File: config.mk
export PLATFORM = sky130hd
export DESIGN_NAME = wptr_full
export DESIGN_NICKNAME = d
export VERILOG_FILES = /design/src/rtl/dcfifo_pkg.sv /design/src/rtl/gray2bin.sv /design/src/rtl/wptr_full.sv
export SDC_FILE = /design/constraint.sdc
export NUM_CORES = 1
export LEC_CHECK = 0
export ABC_CLOCK_PERIOD_IN_PS = 3650
export CORE_UTILIZATION = 45
export CTS_CLUSTER_DIAMETER = 80
export DETAILED_ROUTE_END_ITERATION = 10
export PLACE_DENSITY_LB_ADDON = 0.05
export SYNTH_ARGS = -nofsm -noshare
export SYNTH_HDL_FRONTEND = slang
export SYNTH_HIERARCHICAL = 1
export SYNTH_SLANG_ARGS = --single-unit
File: constraint.sdc
create_clock -name clk_in -period 3.65 [get_ports clk_in]
set_clock_uncertainty 0.2 [all_clocks]
set_input_delay 0.73 -clock clk_in [delete_from_list [all_inputs] [get_ports clk_in]]
set_output_delay 0.73 -clock clk_in [all_outputs]
set_load 0.005 [all_outputs]
File: src/rtl/dcfifo_pkg.sv
// dcfifo_pkg: shared constants and Gray/binary conversions for both FIFO pointer blocks.
//   PTR_WITH_DEF : default FIFO address width
//   bin2gray     : binary to reflected Gray code (operands zero-extended to 32 bits)
//   gray2bin     : reflected Gray code to binary (operands zero-extended to 32 bits)
package dcfifo_pkg;

    localparam int PTR_WITH_DEF = 4;

    function automatic logic [31:0] bin2gray(input logic [31:0] b);
        return b ^ (b >> 1);
    endfunction

    // Each binary bit is the XOR of all Gray bits at and above it.
    function automatic logic [31:0] gray2bin(input logic [31:0] g);
        logic [31:0] b;
        b[31] = g[31];
        for (int i = 30; i >= 0; i--) b[i] = b[i+1] ^ g[i];
        return b;
    endfunction

endpackage

File: src/rtl/gray2bin.sv
// gray2bin: combinational Gray-to-binary converter for a PTR_WITH+1 bit pointer.
//   gray_i : Gray-coded pointer in
//   bin_o  : binary pointer out
module gray2bin #(
    parameter int PTR_WITH = dcfifo_pkg::PTR_WITH_DEF
) (
    input  logic [PTR_WITH:0] gray_i,
    output logic [PTR_WITH:0] bin_o
);

    assign bin_o = (PTR_WITH+1)'(dcfifo_pkg::gray2bin(32'(gray_i)));

endmodule

File: src/rtl/wptr_full.sv
// wptr_full: write-side pointer, full flag and occupancy level of a dual-clock FIFO.
//   clk_in         : write-domain clock
//   rst_in         : synchronous active-low reset
//   wr_en          : producer write request
//   rd_ptr_sync    : Gray read pointer already synchronized into clk_in
//   wr_ack         : write strobe to RAM (wr_en and not full)
//   wr_addr        : RAM write address
//   wr_ptr_gray    : registered Gray write pointer toward the read domain
//   wr_full        : registered full flag
//   wr_level       : registered occupancy estimate, 0..2**PTR_WITH
//   wr_almost_full : registered level >= AF_THRESH (only with WPTR_AF_EN defined)
// Optional feature macro: WPTR_AF_EN.
module wptr_full
    import dcfifo_pkg::*;
#(
    parameter int PTR_WITH = PTR_WITH_DEF
`ifdef WPTR_AF_EN
    ,
    parameter int AF_THRESH = 2**PTR_WITH - 2
`endif
) (
    input  logic                clk_in,
    input  logic                rst_in,
    input  logic                wr_en,
    input  logic [PTR_WITH:0]   rd_ptr_sync,
    output logic                wr_ack,
    output logic [PTR_WITH-1:0] wr_addr,
    output logic [PTR_WITH:0]   wr_ptr_gray,
    output logic                wr_full,
    output logic [PTR_WITH:0]   wr_level
`ifdef WPTR_AF_EN
    ,
    output logic                wr_almost_full
`endif
);

    localparam int PW = PTR_WITH + 1;

    logic [PTR_WITH:0] wbin_q, wbin_d, gray_q, gray_d, level_q, level_d, rbin;
    logic              full_q, full_d;

    gray2bin #(.PTR_WITH(PTR_WITH)) u_rd_g2b (
        .gray_i (rd_ptr_sync),
        .bin_o  (rbin)
    );

    // Reset gates the strobe so the RAM never sees a write during reset.
    assign wr_ack = wr_en && !full_q && rst_in;

    // Full when the next write pointer sits exactly one lap ahead of the read pointer.
    always_comb begin
        wbin_d  = wbin_q + PW'(wr_ack);
        gray_d  = PW'(bin2gray(32'(wbin_d)));
        full_d  = gray_d == {~rd_ptr_sync[PTR_WITH:PTR_WITH-1], rd_ptr_sync[PTR_WITH-2:0]};
        level_d = wbin_d - rbin;
    end

    always_ff @(posedge clk_in) begin
        if (!rst_in) begin
            wbin_q  <= '0;
            gray_q  <= '0;
            full_q  <= 1'b0;
            level_q <= '0;
        end else begin
            wbin_q  <= wbin_d;
            gray_q  <= gray_d;
            full_q  <= full_d;
            level_q <= level_d;
        end
    end

`ifdef WPTR_AF_EN
    logic af_q;

    always_ff @(posedge clk_in) begin
        if (!rst_in) af_q <= 1'b0;
        else         af_q <= level_d >= PW'(AF_THRESH);
    end

    assign wr_almost_full = af_q;
`endif

    assign wr_addr     = wbin_q[PTR_WITH-1:0];
    assign wr_ptr_gray = gray_q;
    assign wr_full     = full_q;
    assign wr_level    = level_q;

endmodule

==> Yosys cells after proc, flatten, opt, wreduce, memory -nomap -nowiden <==
Index checks and enable logic that the tools add are counted.
{ "totals": {"ff_bits": 16, "memories": 0, "ramBits": 0, "mem_bits_ro": 0, "latch_bits": 0, "output_inout_bits": 16, "input_bits": 8, "word_cells": 16} }
{ "classes": {"n_eq_ne": 1, "shift": 0, "add_sub_neg": 2, "n_lt_le_gt_ge": 0, "n_mul": 0, "bitwise": 6, "n_mux": 0, "reduce_logical": 3, "n_div": 0} }
{ "op_table": {"columns": ["operator", "n"], "rows": [
  ["5-bit by 1-bit adder with 5-bit output", 1],
  ["5-bit == test", 1],
  ["5-bit subtractor", 1],
  ["5-bit by 4-bit XOR with 5-bit output", 1],
  ["1-bit XOR", 4],
  ["1-bit logical AND", 2],
  ["2-bit NOT", 1],
  ["1-bit zero test", 1]
]} }

==> Logic depth before layout (Yosys ltp) <==
{ "logic_depth": {"word_depth": 6, "depth_mapped": 10, "depth_no_buf": 10} }

==> Cells and area by module <==
Netlist, hierarchy kept.
{ "by_module_without_submodules": {"columns": ["module", "seq_area_each_um2", "area_per_inst_um2", "cells_each", "instances"], "rows": [
  ["wptr_full", 300.3, 732.0, 68, 1],
  ["gray2bin", 0.0, 72.6, 6, 1]
]} }

==> Worst setup path after synthesis <==
OpenSTA, ideal clock, no wires.
{ "synth_timing": {"path_type": "input -> register", "startpoint": "input port rst_in", "endpoint": "register level_q[3] (netlist: wr_level[3])", "path_slack_ns": 0.746, "path_buffers": 0, "required_time_ns": 3.329, "arrival_time_ns": 2.583, "setup_ns": 0.121, "path_stages": 8, "path_cell_list": "and3b_1 -> ha_1 -> ha_1 -> ha_1 -> a21o_1 -> a21oi_1 -> xor2_1 -> mux2_2"} }
{ "synth_via": {"elab_chain_len": 3} }
{ "synth_rtl": {"columns": ["item", "line_no", "rtl"], "rows": [
  ["start: declaration", "wptr_full.sv:23", "input logic rst_in,"],
  ["1-bit logical AND", "wptr_full.sv:48", "assign wr_ack = wr_en && !full_q && rst_in;"],
  ["5-bit by 1-bit adder with 5-bit output", "wptr_full.sv:52", "wbin_d = wbin_q + PW'(wr_ack);"],
  ["named net wbin_d[1]", "wptr_full.sv:39", "logic [PTR_WITH:0] wbin_q, wbin_d, gray_q, gray_d, level_q, level_d, rbin;"],
  ["5-bit subtractor", "wptr_full.sv:55", "level_d = wbin_d - rbin;"],
  ["end signal: assignment", "wptr_full.sv:68", "level_q <= level_d;"],
  ["end: declaration", "wptr_full.sv:39", null]
]} }
The timed path passes the listed nets, and every way through them passes these cells.
A chain may end at the register's enable or synchronous reset.

==> Worst setup path after layout <==
Ends and elaborated chain as after synthesis.

==> key figures <==
Synthesis
  • Mapped Nets: slightly below 90
  • Mean Syn Cell Area: between 10 and 15 µm²
  • Cell Area, Synth: just over 800 µm²
  • Yosys top cell area share: about 37%
  • Synth area leader: dfxtp_1
  • Synth Instances: 74
  • Register area share after synthesis: between 30% and 40%
  • Largest cells by area after synthesis: dfxtp_1, xnor2_1, xor2_1
  • Syn. warnings: 6
  • Unique masters post-synth: 23
  • Post-synthesis register bit count: 15

Global routing
  • GRT overflow: 0
  • All-layer global routing usage: about 17%
  • First-pass GRT wire length: approximately 2400 µm
  • Antenna violations before repair: 0
  • Vias in the first global route: 577
  • Largest net degree at the start of global routing: 16

Final layout
  • NumNets Final: ~120
  • Layout Area Growth over Synthesis: 37.2%
  • Reg area: approximately 300 µm²
  • Diodes inserted: 0
  • Final Cell Area: about 0.0011 mm²
  • Area of the multi-input gates: 478 µm²
  • Fraction of layout cells with a size suffix above 1: around an eighth
  • Fillers: approximately 130

Placement
  • DP Worst Slack: 219 ps
  • HPWL after DPL: approximately 1100 µm
  • GPL Wtd Cong: about 0.76
  • # port buffers: 23
  • Area of placed instances: between 0.001 and 0.0015 mm²

Power and ir drop
  • Pwr per Cell Area: about 370 mW/mm²
  • Maximum VDD drop: around 0.27 mV
  • Leakage: around 0.47 nW

Clock network
  • Maximum clock path buffer count: 2
  • Worst-Skew Late Latency: 280 ps
  • Worst-path clk slew: approximately 90 ps
  • CTS Root Cell: clkbuf_4
  • CTS resizes: 0
  • CTS buffer count: 3
  • CTS tree: yes
  • Post-CTS setup buffer count: 0
  • H-tree depth: 1
  • Hold_buf cts: 0
  • Sink Count: 15

STA
  • RSZ-0062 raised after global routing: false
  • Final setup fails: 0
  • Worst-margin pin slew: 528 ps
  • Sum of negative setup slack: 0 ps
  • Final Slew Violations: 0
  • Setup WS post-layout: 503 ps
  • Fmax: 0.318 GHz
  • Final period utilization: a little under nine tenths
  • Hold Violations, Final: 0
  • Rel. slew slack: about two thirds
  • Tmin final: ~3100 ps

Drt
  • Drt drc: 0
  • Detailed-route via count: between 500 and 600
  • Vias/cell: 4.52
  • Drt initial violations: 7
  • Total wire length: 1430 µm
  • Avg WL per Cell: about 11 µm
  • Drt pass-1 iters: 2
  • DRT antenna net count: 0

Floorplanning
  • Die Wd: between 40 and 50 µm
  • Boundary Pins: 24
  • Initial core utilization: about half
  • DIE AREA: 0.00196 mm²
  • Core area: 0.00159 mm²
  • # rows: 14
  • Die Span Y: around 44 µm

Run status
  • Outcome: complete, no violations

Flow run
  • MaxCap Viol Count: 0

Setup path
  • Critical path data arrival time: approximately 3100 ps
  • Crit path launch type: primary input
  • Critical path endpoint category: flip-flop
  • Critical Path RT: roughly 3600 ps
  • Setup Crit Path Kind: primary input to flip-flop
  • Critical path fanouts, max: 5

Hold path
  • Tightest Hold Check Type: flip-flop to flip-flop
[power by group]
group	switching (mW)	internal (mW)	leakage, nW	total, mW
combinational	0.0505	0.0751	0.330	0.126
sequential	0.00430	0.179	0.123	0.183
clock	0.0542	0.0407	0.0177	0.0949
[cell usage in the layout, fill, tap and decap left out, types with 2 or more instances in the layout]
cell type        count
buf_4                3
xor2_1               8
ha_1                 5
nor2b_1              2
xor2_2               3
xnor2_1              9
dfxtp_1             15
and2_1              10
nand3_1              2
clkdlybuf4s50_1     23
clkbuf_4             3
inv_1                4
a21oi_1              3
[flip-flops by register name, summed over array words and instances (netlist names)]
register	cells
wbin_q	5
wr_full	1
wr_level	5
wr_ptr_gray	4
[per-stage QoR]
| stage | hold WS, ps | utilization (%) | instances | total power [mW] |
|---|---|---|---|---|
| 6_report | 478 | 69.2 | 126 | 0.404 |
| 5_1_grt | 525 | 69.2 | 126 | 0.428 |
| 4_1_cts | 483 | 69.2 | 126 | 0.408 |
| 3_5_place_dp | 456 | 67.5 | 122 | 0.312 |
| 3_3_place_gp | 444 | 67.5 | 122 | 0.309 |
| 2_1_floorplan | 431 | - | 74 | 0.256 |
[critical path, cell delays in order]
cell             delay, ps
clkdlybuf4s50_1        410
and3b_1                200
ha_1                   220
ha_1                   380
ha_1                   330
a21o_1                 170
a21oi_1                170
xor2_1                 180
mux2_2                 340
[synth_stat cells]
cell type,count
dfxtp_1,15
and2_1,10
xnor2_1,9
xor2_1,8
ha_1,5
inv_1,4
a21oi_1,3
xor2_2,3
nand3_1,2
nor2b_1,2
a21o_1,1
and2_2,1
and2b_1,1
and3b_1,1
buf_4,1
clkbuf_1,1
fa_1,1
maj3_1,1
mux2_2,1
nand3_2,1
nand4_1,1
or3_1,1
xnor3_1,1
[cell families after synthesis]
kind of cell,share of synthesized area [%]
simple gates,16.3
fa+ha+maj,11.5
flops,37.3
compound gates,2.80
xor+xnor,27.4
mux,1.40
buf+inv,3.27
[per-layer routing]
| metal | vias up | share of wire [%] | track usage (%) |
|---|---|---|---|
| li1 | 292 | - | - |
| met1 | 254 | 44 | 20.3 |
| met2 | 20 | 49 | 29.7 |
| met3 | 4 | 4.8 | 3.27 |
| met4 | 0 | 2.0 | 9.09 |
| met5 | - | 0 | 0 |
[final cells by class]
type / instances / share of cell area (%)
Clock buffer: 3 / 2.04
Clock inverter: 1 / 0.454
Inverter: 4 / 1.36
Multi-Input combinational cell: 53 / 43.3
Sequential cell: 15 / 27.2
Tap cell: 24 / 2.72
Timing Repair Buffer: 26 / 22.9
[final timing paths]
path	end	from	slack, ps	depth (start not counted)
worst max-delay path	wr_level[3]$_SDFF_PN0_	rst_in	500	9
worst min-delay path	wbin_q[0]$_SDFF_PN0_	wbin_q[0]$_SDFF_PN0_	480	2
worst max register to register	wr_level[3]$_SDFF_PN0_	wr_full$_SDFF_PN0_	1020	8
worst min register to register	wbin_q[0]$_SDFF_PN0_	wbin_q[0]$_SDFF_PN0_	480	2
Power figures use the tool's default switching activity.
